===== src/rtl/ext_link_xcvr.sv =====
// ext_link_xcvr -- half-duplex board-to-board serial link transceiver.
//
// Sends one DATA_W word per request as a framed serial stream and waits for
// a remote acknowledge, retransmitting on timeout. Receives, checks and
// acknowledges frames from the remote side, dropping duplicate frames by
// their sequence bit.
//
// Frame, LSB first: start(0), seq, DATA_W data bits, [even parity over
// seq+data], stop(1). Every bit lasts CLKS_PER_BIT clocks. DATA_W >= 2.
//
// Ports
//   clk, reset          clock, asynchronous active-low reset
//   tx_data, tx_start   word to send / send request (taken when !tx_busy)
//   tx_busy             transmit in progress
//   tx_done, tx_fail    one-cycle pulses: acknowledged / retries exhausted
//   rx_data             last accepted payload (held)
//   rx_valid, rx_err    one-cycle pulses: new payload / bad frame
//   ext_data_out/in     serial lines to/from remote (idle high)
//   ack_out/ack_in      acknowledge lines to/from remote
//   state_tx, state_rx  FSM encodings for debug
module ext_link_xcvr #(
    parameter int DATA_W       = 8,
    parameter int CLKS_PER_BIT = 16,
    parameter int ACK_TIMEOUT  = 1024,
    parameter int MAX_RETRY    = 3,
    parameter int PARITY_EN    = 1
) (
    input  logic              clk,
    input  logic              reset,
    input  logic [DATA_W-1:0] tx_data,
    input  logic              tx_start,
    output logic              tx_busy,
    output logic              tx_done,
    output logic              tx_fail,
    output logic [DATA_W-1:0] rx_data,
    output logic              rx_valid,
    output logic              rx_err,
    output logic              ext_data_out,
    input  logic              ext_data_in,
    output logic              ack_out,
    input  logic              ack_in,
    output logic [2:0]        state_tx,
    output logic [2:0]        state_rx
);

    localparam int CW = (CLKS_PER_BIT > 1) ? $clog2(CLKS_PER_BIT) : 1;
    localparam int TW = (ACK_TIMEOUT > 1) ? $clog2(ACK_TIMEOUT + 1) : 1;
    localparam int RW = (MAX_RETRY > 0) ? $clog2(MAX_RETRY + 1) : 1;
    localparam int IW = (DATA_W > 1) ? $clog2(DATA_W) : 1;

    localparam logic [CW-1:0] BIT_LAST  = CW'(CLKS_PER_BIT - 1);
    localparam logic [CW-1:0] HALF_LAST = CW'(CLKS_PER_BIT / 2 - 1);
    localparam logic [TW-1:0] TO_LAST   = TW'(ACK_TIMEOUT - 1);
    localparam logic [RW-1:0] RETRY_MAX = RW'(MAX_RETRY);
    localparam logic [IW-1:0] IDX_LAST  = IW'(DATA_W - 1);

    typedef enum logic [2:0] {
        T_IDLE = 3'd0, T_START = 3'd1, T_SEQ = 3'd2, T_DATA = 3'd3,
        T_PAR  = 3'd4, T_STOP  = 3'd5, T_WAIT = 3'd6
    } tx_state_t;

    typedef enum logic [2:0] {
        R_IDLE = 3'd0, R_START = 3'd1, R_SEQ = 3'd2, R_DATA = 3'd3,
        R_PAR  = 3'd4, R_STOP  = 3'd5, R_ACK  = 3'd6
    } rx_state_t;

    // ------------------------------------------------------------------
    // Synchronisers. The third flop of each chain only serves edge
    // detection. The data chain resets high so reset release never looks
    // like a start bit.
    // ------------------------------------------------------------------
    logic d_s1, d_s2, d_s3;
    logic a_s1, a_s2, a_s3;

    always_ff @(posedge clk or negedge reset) begin
        if (!reset) begin
            d_s1 <= 1'b1;
            d_s2 <= 1'b1;
            d_s3 <= 1'b1;
            a_s1 <= 1'b0;
            a_s2 <= 1'b0;
            a_s3 <= 1'b0;
        end else begin
            d_s1 <= ext_data_in;
            d_s2 <= d_s1;
            d_s3 <= d_s2;
            a_s1 <= ack_in;
            a_s2 <= a_s1;
            a_s3 <= a_s2;
        end
    end

    logic line_fall, ack_rise;
    assign line_fall = d_s3 & ~d_s2;
    assign ack_rise  = a_s2 & ~a_s3;

    // ------------------------------------------------------------------
    // Transmitter
    // ------------------------------------------------------------------
    tx_state_t         tx_st;
    logic [CW-1:0]     tx_cnt;
    logic [TW-1:0]     to_cnt;
    logic [RW-1:0]     retry;
    logic [IW-1:0]     tx_idx;
    logic [DATA_W-1:0] tx_word;
    logic [DATA_W-1:0] tx_sh;
    logic              tx_seq;
    logic              tx_par;

    assign tx_par = ^{tx_seq, tx_word};

    always_ff @(posedge clk or negedge reset) begin
        if (!reset) begin
            tx_st        <= T_IDLE;
            tx_cnt       <= '0;
            to_cnt       <= '0;
            retry        <= '0;
            tx_idx       <= '0;
            tx_word      <= '0;
            tx_sh        <= '0;
            tx_seq       <= 1'b0;
            tx_busy      <= 1'b0;
            tx_done      <= 1'b0;
            tx_fail      <= 1'b0;
            ext_data_out <= 1'b1;
        end else begin
            tx_done <= 1'b0;
            tx_fail <= 1'b0;
            case (tx_st)
                T_IDLE: begin
                    ext_data_out <= 1'b1;
                    // tx_busy stays high for the done/fail cycle and drops
                    // one cycle later, so no request is taken in that cycle.
                    if (tx_start && !tx_busy) begin
                        tx_word      <= tx_data;
                        tx_busy      <= 1'b1;
                        retry        <= '0;
                        tx_cnt       <= '0;
                        ext_data_out <= 1'b0;
                        tx_st        <= T_START;
                    end else begin
                        tx_busy <= 1'b0;
                    end
                end
                T_WAIT: begin
                    if (ack_rise) begin
                        tx_done <= 1'b1;
                        tx_seq  <= ~tx_seq;
                        tx_st   <= T_IDLE;
                    end else if (to_cnt == TO_LAST) begin
                        if (retry == RETRY_MAX) begin
                            tx_fail <= 1'b1;
                            tx_seq  <= ~tx_seq;
                            tx_st   <= T_IDLE;
                        end else begin
                            // Resend the same word with the same seq bit.
                            retry        <= retry + 1'b1;
                            tx_cnt       <= '0;
                            ext_data_out <= 1'b0;
                            tx_st        <= T_START;
                        end
                    end else begin
                        to_cnt <= to_cnt + 1'b1;
                    end
                end
                default: begin
                    if (tx_cnt != BIT_LAST) begin
                        tx_cnt <= tx_cnt + 1'b1;
                    end else begin
                        // Bit boundary: drive the next bit's value.
                        tx_cnt <= '0;
                        case (tx_st)
                            T_START: begin
                                ext_data_out <= tx_seq;
                                tx_st        <= T_SEQ;
                            end
                            T_SEQ: begin
                                ext_data_out <= tx_word[0];
                                tx_sh        <= tx_word >> 1;
                                tx_idx       <= '0;
                                tx_st        <= T_DATA;
                            end
                            T_DATA: begin
                                if (tx_idx == IDX_LAST) begin
                                    if (PARITY_EN != 0) begin
                                        ext_data_out <= tx_par;
                                        tx_st        <= T_PAR;
                                    end else begin
                                        ext_data_out <= 1'b1;
                                        tx_st        <= T_STOP;
                                    end
                                end else begin
                                    tx_idx       <= tx_idx + 1'b1;
                                    ext_data_out <= tx_sh[0];
                                    tx_sh        <= tx_sh >> 1;
                                end
                            end
                            T_PAR: begin
                                ext_data_out <= 1'b1;
                                tx_st        <= T_STOP;
                            end
                            T_STOP: begin
                                to_cnt <= '0;
                                tx_st  <= T_WAIT;
                            end
                            default: tx_st <= T_IDLE;
                        endcase
                    end
                end
            endcase
        end
    end

    // ------------------------------------------------------------------
    // Receiver. The first sample lands half a bit after the detected
    // falling edge; every later sample is a full bit further on.
    // ------------------------------------------------------------------
    rx_state_t         rx_st;
    logic [CW-1:0]     rx_cnt;
    logic [IW-1:0]     rx_idx;
    logic [DATA_W-1:0] rx_sh;
    logic              rx_seq;
    logic              rx_par;
    logic              last_seq;

    always_ff @(posedge clk or negedge reset) begin
        if (!reset) begin
            rx_st    <= R_IDLE;
            rx_cnt   <= '0;
            rx_idx   <= '0;
            rx_sh    <= '0;
            rx_seq   <= 1'b0;
            rx_par   <= 1'b0;
            last_seq <= 1'b1;
            rx_data  <= '0;
            rx_valid <= 1'b0;
            rx_err   <= 1'b0;
            ack_out  <= 1'b0;
        end else begin
            rx_valid <= 1'b0;
            rx_err   <= 1'b0;
            case (rx_st)
                R_IDLE: begin
                    if (line_fall) begin
                        rx_cnt <= '0;
                        rx_st  <= R_START;
                    end
                end
                R_START: begin
                    if (rx_cnt == HALF_LAST) begin
                        rx_cnt <= '0;
                        // High at mid start bit: a glitch, not a frame.
                        rx_st  <= d_s2 ? R_IDLE : R_SEQ;
                    end else begin
                        rx_cnt <= rx_cnt + 1'b1;
                    end
                end
                R_ACK: begin
                    if (rx_cnt == BIT_LAST) begin
                        ack_out <= 1'b0;
                        rx_st   <= R_IDLE;
                    end else begin
                        rx_cnt <= rx_cnt + 1'b1;
                    end
                end
                default: begin
                    if (rx_cnt != BIT_LAST) begin
                        rx_cnt <= rx_cnt + 1'b1;
                    end else begin
                        rx_cnt <= '0;
                        case (rx_st)
                            R_SEQ: begin
                                rx_seq <= d_s2;
                                rx_par <= d_s2;
                                rx_idx <= '0;
                                rx_st  <= R_DATA;
                            end
                            R_DATA: begin
                                rx_sh  <= {d_s2, rx_sh[DATA_W-1:1]};
                                rx_par <= rx_par ^ d_s2;
                                if (rx_idx == IDX_LAST)
                                    rx_st <= (PARITY_EN != 0) ? R_PAR : R_STOP;
                                else
                                    rx_idx <= rx_idx + 1'b1;
                            end
                            R_PAR: begin
                                rx_par <= rx_par ^ d_s2;
                                rx_st  <= R_STOP;
                            end
                            R_STOP: begin
                                if (!d_s2 || (PARITY_EN != 0 && rx_par)) begin
                                    rx_err <= 1'b1;
                                    rx_st  <= R_IDLE;
                                end else begin
                                    // Duplicates are still acknowledged so
                                    // the sender stops retrying.
                                    ack_out <= 1'b1;
                                    rx_st   <= R_ACK;
                                    if (rx_seq != last_seq) begin
                                        rx_data  <= rx_sh;
                                        rx_valid <= 1'b1;
                                        last_seq <= rx_seq;
                                    end
                                end
                            end
                            default: rx_st <= R_IDLE;
                        endcase
                    end
                end
            endcase
        end
    end

    assign state_tx = tx_st;
    assign state_rx = rx_st;

endmodule


===== config.mk =====
export PLATFORM = sky130hd
export DESIGN_NAME = ext_link_xcvr
export DESIGN_NICKNAME = d
export VERILOG_FILES = /design/src/rtl/ext_link_xcvr.sv
export SDC_FILE = /design/constraint.sdc
export NUM_CORES = 1
export LEC_CHECK = 0
export CELL_PAD_IN_SITES_DETAIL_PLACEMENT = 0
export CELL_PAD_IN_SITES_GLOBAL_PLACEMENT = 1
export CORE_AREA = 3 3 94 96
export CTS_CLUSTER_SIZE = 12
export DETAILED_ROUTE_END_ITERATION = 10
export DIE_AREA = 0 0 97 99
export GPL_ROUTABILITY_DRIVEN = 0
export PLACE_DENSITY = 0.85
export SLEW_MARGIN = 20
export SYNTH_ARGS = -nofsm -noshare
export SYNTH_HDL_FRONTEND = slang
export SYNTH_SLANG_ARGS = --single-unit

===== constraint.sdc =====
create_clock -name clk -period 3 [get_ports clk]
set_input_delay 0.3 -clock clk [delete_from_list [all_inputs] [get_ports clk]]
set_output_delay 0.3 -clock clk [all_outputs]
set_load 0.03 [all_outputs]

==> impl_results.md <==
* Status: finished clean
* Crit path kind: register to output port
* Cts bufs inserted at 9
* Register-to-Register Path Depth at 5
* Final setup fails at 0
* FP Rows at 33
* GRT overflow at 0
* Max_slew headroom at a little under three fifths
* Area grow syn2layout at 16.3%
* Via density per instance at 5.61
* First-pass GRT wire length at between 10 and 15 mm
* Io pins at 34
* Final hold vios at 0
* Clock power frac at approximately 22%
* Die X at between 90 and 100 microns
* Combinational Power Share at between 30% and 40%
* Hold buffers post-CTS at 0
* Endpoint, Worst Hold: a_s2
* H-tree level count at 3
* Post-synthesis async set-or-reset flop share at 100%
* Internal power at about 2400 uW
* Yosys reg bits at 81
* CTS root buf: clkbuf_8
* Chip Height at ~99 microns
* Port Buffers at 33
* Cell Area, Synth at a little under 0.004 sq mm
* Max incr delay on CP at between 0.7 and 0.8 ns
* Vias in the first global route at 2698
* Core ar. at about 0.0081 sq mm
* Reg power frac at 43.3%
* Switch Pwr at between 1000 and 1500 uW
* Seq/Total Area, Yosys at between 50% and 60%
* Starting DRT DRC Count at between 80 and 90
* Reg2reg start: state_tx[0]
* Initial Util at roughly half
* Worst path top cell family by delay: buffers and inverters
* Skew-Pair Late Insertion Delay at ~0.35 ns
* Remaining DRCs at 0
* Syn nets at roughly 390
* Die area at 0.00960 sq mm
* Tot GR Track Use at between 15 and 20%
* Clock slew at reported path FFs at 0.08 ns
* Reg-to-reg endpoint: state_tx[0]
* Post-route ant nets at 0
* Clock buffer depth at 2
* Syn Area/Cell at between 10 and 15 sq um
* MaxCap Viol Count at 0
* Worst VDD drop at 295 uV
* Ant diodes at 0
* CP max FO at 23
* Worst path bufs/invs at 1
* Total Neg Setup Slack at 0 ns
* EDFF count, synth at 0
* Startpoint Class: register
* Highest-count cells in the layout ignoring fill and taps: dfrtp_1 (76), nand2_1 (35), mux2_2 (32), clkdlybuf4s50_1 (32)
* Hold WS at ~0.36 ns
* Power per standard cell area at approximately 800 mW/mm^2
* Setup crit end kind: output port
* Commonest non-fill, non-tap cell in the layout: dfrtp_1
* Number of nets in the layout at 422
* CP arrival at 1.89 ns
* Yosys warns at 0
* Share of cells above drive strength 1 at between 15 and 20%
* Syn Inst Count at 367
* Minimum clock period at about 2.2 ns
* CP required at between 2 and 3 ns
* Worst-path cell chain: clkdlybuf4s50_1
* Post-synth top flop: dfrtp_1
* Post-CTS Setup Inserts at 0
* RSZ-0062 raised after global routing: false
* Flop2flop setup slack at a little under 0.9 ns
* Post-Route WL at about 7.5 mm
* Vias at roughly 2.9k
* Slowest-stage cell, CP: clkdlybuf4s50_1
* DP Wirelength at approximately 5.2 mm
* Initial antenna violation count at 0
* Lkg Pwr at about 0.0020 uW
* CTS tree: yes
* Slew Limit Fails at 0
* Fin crit share at roughly three quarters
* Sw Ratio at 36.2%
* Wire per inst at between 10 and 15 microns
* Final core utilization at approximately 57%
* Final Skew at approximately 0.01 ns
* Post_cts resized at 0
* Hold Path Depth at 0
* Num Clock Sinks at 81
* HP Class: register to register
* Largest net degree at the start of global routing at around 80
* Worst Tran Pin Value at between 0.6 and 0.7 ns
* Hold Crit Start: a_s1
* First drt pass iteration count at 4
* Peak Freq at about 460 MHz
* Yosys cell types at between 50 and 60
-- power by group through the flow --
stage | clock network [uW] | registers, uW | logic (uW)
floorplan | 0 | 1560 | 1020
global placement | 0 | 1610 | 1250
detailed placement | 0 | 1620 | 1280
CTS | 837 | 1600 | 1280
global route | 882 | 1640 | 1400
finish | 813 | 1600 | 1280
-- metrics by stage --
step                setup slack [ns]  cells  cell area, sq um  total power, uW
finish                         0.806    510              4610             3690
detailed placement             0.919    492              4360             2900
CTS                            0.774    508              4570             3720
global route                   0.695    510              4610             3920
floorplan                       1.25    367              3960             2580
global placement               0.984    492              4360             2860
-- cell type report --
type	instances	area, sq um
Multi-Input combinational cell	267	1850
Clock inverter	6	67.6
Sequential cell	81	2030
Tap cell	105	131
Fill cell	695	3530
Timing Repair Buffer	35	365
Inverter	6	22.5
Clock buffer	10	138
-- synthesized netlist by cell type (all sizes together) (3+ instances only) --
library cell  number  area, sq um
nand4              4         40.0
mux2i              6         60.1
a31oi              7         43.8
nand3b             7         52.6
nor2              28          108
clkbuf             7         27.5
a22o              11         96.3
xnor2              5         43.8
dfrtp             76         1900
a21oi             16         80.1
nand3             15         75.1
mux2              32          360
inv                6         22.5
ha                 9          113
o21ai             29          145
xor2               3         26.3
dfstp              5          131
nand2             38          150
nand2b             6         37.5
nor3              13         81.3
o211ai             3         22.5
nand4b             3         26.3
nor2b              5         31.3
buf                6         28.8
-- cells by family after synthesis --
group	after synthesis	share of synthesized area (%)
buffers and inverters	19	1.99
multiplexers	38	10.6
AND/OR/NAND/NOR	127	16.8
flip-flops	81	51.3
adder cells (fa/ha/maj)	9	2.84
XOR/XNOR	9	2.34
AO/OA/AOI/OAI	84	14.1
-- metal layers --
layer	global-route usage, %	routed length (microns)	part of all wire (%)	up-vias
li1	-	-	-	1400
met1	21.6	3540	47	1411
met2	26.0	3600	48	45
met3	2.62	244	3.3	5
met4	5.83	79	1.1	0
met5	0	0	0	-
-- registers in the layout (all words and copies together) (netlist names), 2 cells and up --
signal and flops:
retry 2, state_tx 3, tx_sh 7, tx_idx 3, tx_cnt 4, rx_data 8, tx_word 8, rx_sh 8
rx_idx 3, to_cnt 11, rx_cnt 4, state_rx 3
-- worst max path at each step --
| stage | start | to | slack, ns | depth (start not counted) |
|---|---|---|---|---|
| 6_report | state_rx[0] | state_rx[0] | 0.81 | 1 |
| 5_1_grt | state_tx[1] | tx_idx[0] | 0.69 | 3 |
| 4_1_cts | state_rx[0] | state_rx[0] | 0.77 | 1 |
| 3_5_place_dp | state_tx[0] | state_tx[0] | 0.92 | 5 |
| 3_3_place_gp | state_tx[0] | state_tx[0] | 0.98 | 5 |
| 2_1_floorplan | state_tx[1] | state_tx[0] | 1.25 | 7 |
(Power assumes the default switching activity.)
